<file path="src/rtl/branch_predictor.sv">
// Saturating-counter branch predictor with init walk,
// registered mispredict pulse and saturating statistics.
module branch_predictor #(
  parameter int ENTRIES  = 16,
  parameter int CTR_W    = 2,
  parameter int INIT_CTR = 1,
  parameter int CNT_W    = 16
) (
  input  logic             clk_i,
  input  logic             rst_i,
  input  logic             start_i,
  input  logic             clear_i,
  input  logic [31:0]      pred_pc_i,
  input  logic             pred_valid_i,
  output logic             pred_taken_o,
  input  logic             upd_valid_i,
  input  logic [31:0]      upd_pc_i,
  input  logic             upd_taken_i,
  input  logic             upd_pred_i,
  output logic             busy_o,
  output logic             mispredict_o,
  output logic [CNT_W-1:0] lookup_cnt_o,
  output logic [CNT_W-1:0] mispred_cnt_o
);

  localparam int IDX_W = $clog2(ENTRIES);
  localparam logic [CTR_W-1:0] CTR_MAX = '1;
  localparam logic [CTR_W-1:0] INIT_V = CTR_W'(INIT_CTR);
  localparam logic [IDX_W-1:0] LAST = IDX_W'(ENTRIES - 1);

  typedef enum logic {
    INIT,
    RUN
  } state_t;

  state_t           state_q, state_d;
  logic [IDX_W-1:0] ptr_q, ptr_d;
  logic [CTR_W-1:0] tbl_q [ENTRIES];

  logic [IDX_W-1:0] pred_idx;
  logic [IDX_W-1:0] upd_idx;
  logic [CTR_W-1:0] upd_cur;
  logic [CTR_W-1:0] upd_nxt;
  logic             upd_acc;
  logic             lkp_acc;
  logic             miss;
  logic             unused_pc_bits;

  assign pred_idx = pred_pc_i[IDX_W+1:2];
  assign upd_idx  = upd_pc_i[IDX_W+1:2];
  assign unused_pc_bits = ^{pred_pc_i[31:IDX_W+2], pred_pc_i[1:0],
                            upd_pc_i[31:IDX_W+2], upd_pc_i[1:0]};

  assign busy_o  = (state_q == INIT);
  assign upd_acc = upd_valid_i & start_i & ~busy_o & ~rst_i;
  assign lkp_acc = pred_valid_i & start_i & ~busy_o;
  assign miss    = upd_acc & (upd_taken_i != upd_pred_i);

  assign pred_taken_o = ~busy_o & tbl_q[pred_idx][CTR_W-1];

  assign upd_cur = tbl_q[upd_idx];

  always_comb begin
    upd_nxt = upd_cur;
    if (upd_taken_i) begin
      if (upd_cur != CTR_MAX) upd_nxt = upd_cur + 1'b1;
    end else begin
      if (upd_cur != '0) upd_nxt = upd_cur - 1'b1;
    end
  end

  always_comb begin
    state_d = state_q;
    ptr_d   = ptr_q;
    case (state_q)
      INIT: begin
        ptr_d = ptr_q + 1'b1;
        if (ptr_q == LAST) state_d = RUN;
      end
      RUN: ;
      default: state_d = INIT;
    endcase
    // clear restarts the walk from entry 0 in either state
    if (clear_i) begin
      state_d = INIT;
      ptr_d   = '0;
    end
  end

  always_ff @(posedge clk_i) begin
    if (rst_i) begin
      state_q <= INIT;
      ptr_q   <= '0;
    end else begin
      state_q <= state_d;
      ptr_q   <= ptr_d;
    end
  end

  always_ff @(posedge clk_i) begin
    if (!rst_i) begin
      if (busy_o) tbl_q[ptr_q] <= INIT_V;
      else if (upd_acc) tbl_q[upd_idx] <= upd_nxt;
    end
  end

  always_ff @(posedge clk_i) begin
    if (rst_i) begin
      mispredict_o  <= 1'b0;
      lookup_cnt_o  <= '0;
      mispred_cnt_o <= '0;
    end else begin
      mispredict_o <= miss;
      if (lkp_acc && lookup_cnt_o != '1)
        lookup_cnt_o <= lookup_cnt_o + 1'b1;
      if (miss && mispred_cnt_o != '1)
        mispred_cnt_o <= mispred_cnt_o + 1'b1;
    end
  end

endmodule

</file>
<file path="config.mk">
export PLATFORM = sky130hd
export DESIGN_NAME = branch_predictor
export DESIGN_NICKNAME = d
export VERILOG_FILES = /design/src/rtl/branch_predictor.sv
export SDC_FILE = /design/constraint.sdc
export NUM_CORES = 1
export LEC_CHECK = 0
export CORE_ASPECT_RATIO = 0.6
export CORE_MARGIN = 3
export CORE_UTILIZATION = 47
export CTS_CLUSTER_SIZE = 14
export DETAILED_ROUTE_END_ITERATION = 7
export MAX_ROUTING_LAYER = met4
export PLACE_DENSITY = 0.79
export RECOVER_POWER = 100
export SYNTH_ARGS = -nofsm -noshare
export SYNTH_HDL_FRONTEND = slang
export SYNTH_SLANG_ARGS = --single-unit
</file>
<file path="constraint.sdc">
create_clock -name clk_i -period 2.5 [get_ports clk_i]
set_input_delay 0.375 -clock clk_i [delete_from_list [all_inputs] [get_ports clk_i]]
set_output_delay 0.375 -clock clk_i [all_outputs]
set_load 0.03 [all_outputs]
</file>
* After elaboration in Yosys (flattened, before gate mapping) *
Memories as Yosys holds them, arrays and structs flattened.
Cells that the tools add are included.

word-level totals
  output and inout port bits = 35
  memories kept = 1
  bits in writable memories = 32
  register bits = 38
  input bits = 72

memory list
  name   words  bits a word  read ports  clocked after memory_dff  wr ports  line  text
  tbl_q  16     2            2           0                         1         38    logic [CTR_W-1:0] tbl_q [ENTRIES];

operators by class
  reduce and logical (&&, ||, !) cells = 5
  equal/unequal tests = 5
  $add $sub $neg = 5
  bitwise gates (word level) = 9
  muxes and demuxes = 15

operator list
  cell                   number
  $add 16x1->16 const B  2
  $ne 16x16->1 const B   2
  $mux 1                 10
  $mux 2                 4
  $and 1x1->1            7
  $add 4x1->4 const B    1
  $eq 4x4->1 const B     1
  $mux 4                 1
  $reduce_or 2->1        2
  $add 2x1->2 const B    1
  $logic_and 1x1->1      2
  $ne 2x2->1 const B     1
  $not 1->1              2
  $reduce_bool 2->1      1
  $sub 2x1->2 const B    1
  $ne 1x1->1             1

* Longest topological paths before layout *
  depth in word-level cells = 9
  depth in mapped cells = 7

* Worst setup path after synthesis *
No wires, ideal clock.

  path kind = input-to-reg
  from = input port upd_pc_i[2]
  to = memory tbl_q[0][0] (data pin)
  arrival = 1.862 ns
  slack = 0.350 ns
  required time = 2.213 ns
  stages on the path = 6
  path buffers = 1
  path through = buf_4 -> mux4_2 -> nand2_1 -> and4_1 -> a21oi_1 -> o21bai_1

between the ends
  word-level cells in the longest chain between the ends = 5
  elaborated cells between the ends (all ways) = 9
  those cells by class = add/sub (2); eq/ne (1); mux (4); reduce/logical (1); memory (1)

RTL lines
  what                                       line    text
  from (decl)                                17      input logic [31:0] upd_pc_i,
  $mem_v2 16x2 *                             n/a
  $sub 2x1->2, or another cell as far along  68      if (upd_cur != '0) upd_nxt = upd_cur - 1'b1;
  $mux 2, on equally long branches           68, 66
  $mux 2 *                                   65      if (upd_taken_i) begin
  $mux 2 (no source line) *                  n/a
  to (decl)                                  38

Mark *: on every way between the ends. The rest lies on a longest branch, timed or not.

==> impl_metrics.prom <==
# TYPE chip_impl_metric gauge
chip_impl_metric{name="max_slew.worst_pin.slew",unit="ns"} 0.799
chip_impl_metric{name="layout-drive-gt1-share",unit="%"} 11.9
chip_impl_metric{name="detail_route.drc_violations",unit=""} 0
chip_impl_metric{name="synthesis.area_per_instance",unit="sq um"} 11.1
chip_impl_metric{name="synth.net_count",unit=""} 384
chip_impl_metric{name="setup_viol_count_final",unit=""} 0
chip_impl_metric{name="grt_use_total",unit="%"} 21.7
chip_impl_metric{name="netlist-cell-type-count",unit=""} 46
chip_impl_metric{name="cts_hold_buf",unit=""} 0
chip_impl_metric{name="irDropWorstVdd",unit="mV"} 0.513
chip_impl_info{name="synth_largest_area_cell",value="edfxtp_1"} 1
chip_impl_metric{name="post_drt_via_cell_ratio",unit=""} 5.79
chip_impl_metric{name="number_of_enable_type_register_cells_in_the_synthesized_netlist",unit=""} 32
chip_impl_metric{name="fp.coreArea",unit="sq mm"} 0.00688
chip_impl_metric{name="design.die.area",unit="sq mm"} 0.00839
chip_impl_metric{name="synth.yosys.warnings",unit=""} 0
chip_impl_metric{name="post-route-period-util",unit="%"} 95.9
chip_impl_metric{name="worst-endpoint-arrival",unit="ns"} 2.02
chip_impl_metric{name="final_max_slew_viol_count",unit=""} 0
chip_impl_metric{name="cts.repair_timing.setup_buffer_count",unit=""} 0
chip_impl_info{name="grt_setup_unrepaired",value="no"} 1
chip_impl_metric{name="numCtsBuffers",unit=""} 9
chip_impl_metric{name="drt_pre_antenna_iters",unit=""} 5
chip_impl_metric{name="antenna_left",unit=""} 0
chip_impl_metric{name="largest_fanout_on_the_critical_path",unit=""} 2
chip_impl_metric{name="floorplan.initialDensity",unit="%"} 49.8
chip_impl_metric{name="post-synth-top-area-fraction",unit="%"} 28.0
chip_impl_metric{name="final_setup_skew",unit="ns"} 0.00591
chip_impl_metric{name="clkSlewWorstSetupHoldPaths",unit="ns"} 0.05
chip_impl_metric{name="synth.ff_latch_count",unit=""} 70
chip_impl_metric{name="ff2ff_path_depth",unit=""} 6
chip_impl_metric{name="clock_sinks",unit=""} 70
chip_impl_metric{name="antenna_violations_before_repair",unit=""} 0
chip_impl_metric{name="detailedPlace.worstSlack",unit="ns"} -0.665
chip_impl_metric{name="synth-async-reset-ratio",unit="%"} 0
chip_impl_metric{name="placement_rows",unit=""} 23
chip_impl_metric{name="first_global_vias",unit=""} 2493
chip_impl_metric{name="globalRouteOverflowTotal",unit=""} 0
chip_impl_info{name="status",value="finished, final reports clean"} 1
chip_impl_metric{name="hpwlAfterDp",unit="um"} 6090
chip_impl_metric{name="setup_ws",unit="ns"} 0.102
chip_impl_metric{name="power.density_cell_area",unit="mW/mm^2"} 604
chip_impl_metric{name="synth.cell_area",unit="sq mm"} 0.00343
chip_impl_metric{name="synth.yosys.seq_area_share",unit="%"} 50.2
chip_impl_metric{name="total_leakage_power",unit="nW"} 1.71
chip_impl_info{name="ys_top_cells_by_count",value="nor2_1 (55), dfxtp_1 (38), edfxtp_1 (32)"} 1
chip_impl_metric{name="htree_num_levels",unit=""} 3
chip_impl_metric{name="slew_headroom",unit="%"} 46.7
chip_impl_info{name="critical_path.startpoint_type",value="flop"} 1
chip_impl_metric{name="period_needed",unit="ns"} 2.40
chip_impl_info{name="worstSetupPathType",value="reg -> out"} 1
chip_impl_info{name="synth_area_leaders",value="edfxtp_1 (28%), dfxtp_1 (22%), mux4_2 (8.5%)"} 1
chip_impl_metric{name="grt_max_degree",unit=""} 40
chip_impl_metric{name="area_growth",unit="%"} 27.0
chip_impl_metric{name="maximum_achievable_frequency",unit="MHz"} 417
chip_impl_metric{name="layout.nets",unit=""} 448
chip_impl_metric{name="num_vias",unit=""} 2694
chip_impl_metric{name="final_hold_viol_count",unit=""} 0
chip_impl_metric{name="route.final.wire_length",unit="um"} 8240
chip_impl_info{name="worst_hold_path_type",value="reg -> reg"} 1
chip_impl_info{name="synth_top_flop_cell",value="dfxtp_1"} 1
chip_impl_metric{name="detail_route.wl_per_cell",unit="um"} 17.7
chip_impl_metric{name="timing.max_cap.violations",unit=""} 0
chip_impl_metric{name="multi_input_comb_area",unit="sq mm"} 0.00157
chip_impl_metric{name="pin_count",unit=""} 107
chip_impl_metric{name="final.hold.worst_slack",unit="ns"} 0.506
chip_impl_metric{name="global_route_wire_length_before_repair",unit="um"} 13300
chip_impl_metric{name="final.fill_count",unit=""} 563
chip_impl_info{name="synth.most_common_cell",value="nor2_1"} 1
chip_impl_metric{name="floorplan.die.height",unit="um"} 72.2
chip_impl_metric{name="n_antenna_cell",unit=""} 0
chip_impl_metric{name="syn-instance-count",unit=""} 309
chip_impl_info{name="root_buffer",value="clkbuf_16"} 1
chip_impl_metric{name="insertion_delay",unit="ns"} 0.33
chip_impl_metric{name="whs_path_depth",unit=""} 1
chip_impl_info{name="crit_path_end_kind",value="output port"} 1
chip_impl_info{name="cts_tree",value="yes"} 1
chip_impl_metric{name="detail_route.iter0.violations",unit=""} 157
chip_impl_metric{name="timing.critical_path.required",unit="ns"} 2.12
chip_impl_metric{name="max-clock-path-buffers",unit=""} 2
chip_impl_metric{name="routabilityCongestion",unit=""} 0.885
chip_impl_metric{name="area_of_all_sequential_standard_cells",unit="sq mm"} 0.00172
chip_impl_metric{name="floorplan.die.width",unit="um"} 116
chip_impl_metric{name="placement.io_buffers",unit=""} 50
[layout by cell type, fill, tap and decap left out, types with 8 or more instances in the layout]
| cell type | n |
|---|---|
| dlygate4sd3_1 | 36 |
| clkdlybuf4s50_1 | 10 |
| nor2_1 | 55 |
| inv_1 | 8 |
| nor3_1 | 9 |
| o211ai_1 | 11 |
| dfxtp_1 | 38 |
| nand2_1 | 16 |
| edfxtp_1 | 32 |
| xor2_1 | 25 |
| mux4_2 | 13 |
| mux2i_1 | 8 |
| nand3_1 | 10 |
| clkbuf_16 | 9 |
| and3_1 | 10 |
| buf_4 | 10 |
[what timing repair did]
| action | in CTS | in global routing |
|---|---|---|
| setup endpoints to repair | 1 | 12 |
| endpoints found under the hold margin | 0 | 0 |
| pin swaps | 0 | 0 |
| gates resized for setup | 9 | 1 |
[cells by family (layout without fill, tap and decap cells)]
| group | Yosys count | in the layout | synth area share [%] |
|---|---|---|---|
| mux | 22 | 22 | 11.2 |
| compound gates | 34 | 34 | 7.30 |
| xor+xnor | 30 | 30 | 7.66 |
| flops | 70 | 70 | 50.2 |
| fa+ha+maj | 3 | 3 | 1.10 |
| simple gates | 130 | 130 | 19.9 |
| buf+inv | 20 | 89 | 2.63 |
[final cells by class]
| cell class | instances | share of cell area (%) |
|---|---|---|
| clock inverters | 5 | 1.67 |
| flip-flops and latches | 70 | 39.5 |
| repair buffers | 65 | 14.0 |
| clock buffers | 11 | 5.57 |
| well taps | 87 | 2.50 |
| inverters | 8 | 0.689 |
| multi-input cells | 219 | 36.0 |
[per-stage QoR]
step	cells	setup TNS, ns	utilization [%]	area, sq um	total power [mW]
global route	465	0	63.3	4360	2.72
finish	465	0	63.3	4360	2.63
global placement	449	-6.38	59.7	4100	1.32
floorplan	309	0	-	3430	1.27
CTS	465	0	64.2	4410	2.66
detailed placement	449	-6.97	59.7	4100	1.32
[worst paths after layout]
check / from / to / slack [ns]
setup / recovery: tbl_q[9][1] / pred_taken_o / 0.10
hold reg to reg: mispred_cnt_o[15] / mispred_cnt_o[15] / 0.51
setup reg to reg: lookup_cnt_o[0] / lookup_cnt_o[1] / 0.31
hold / removal: mispred_cnt_o[15] / mispred_cnt_o[15] / 0.51
[sequential cells by signal, summed over array words and instances, names as in the netlist]
signal         cells
state_q            1
ptr_q              4
mispredict_o       1
tbl_q             32
mispred_cnt_o     16
lookup_cnt_o      16
[layer usage]
metal	track usage (%)	vias up	routed length [um]
li1	-	1270	-
met1	31.7	1300	4030
met2	28.6	112	3410
met3	6.50	12	674
met4	7.34	0	121
met5	-	-	0
[critical path: stages, from the launching register on]
cell and delay (ns):
edfxtp_1 0.41, mux4_2 0.48, mux4_2 0.46, and2_1 0.16
clkbuf_2 0.17
[power breakdown]
group | internal, mW | switching (mW) | total [mW]
clock | 0.891 | 0.442 | 1.33
combinational | 0.0485 | 0.0524 | 0.101
sequential | 1.19 | 0.00355 | 1.20
total | 2.13 | 0.498 | 2.63
Power figures use the tool's default switching activity.
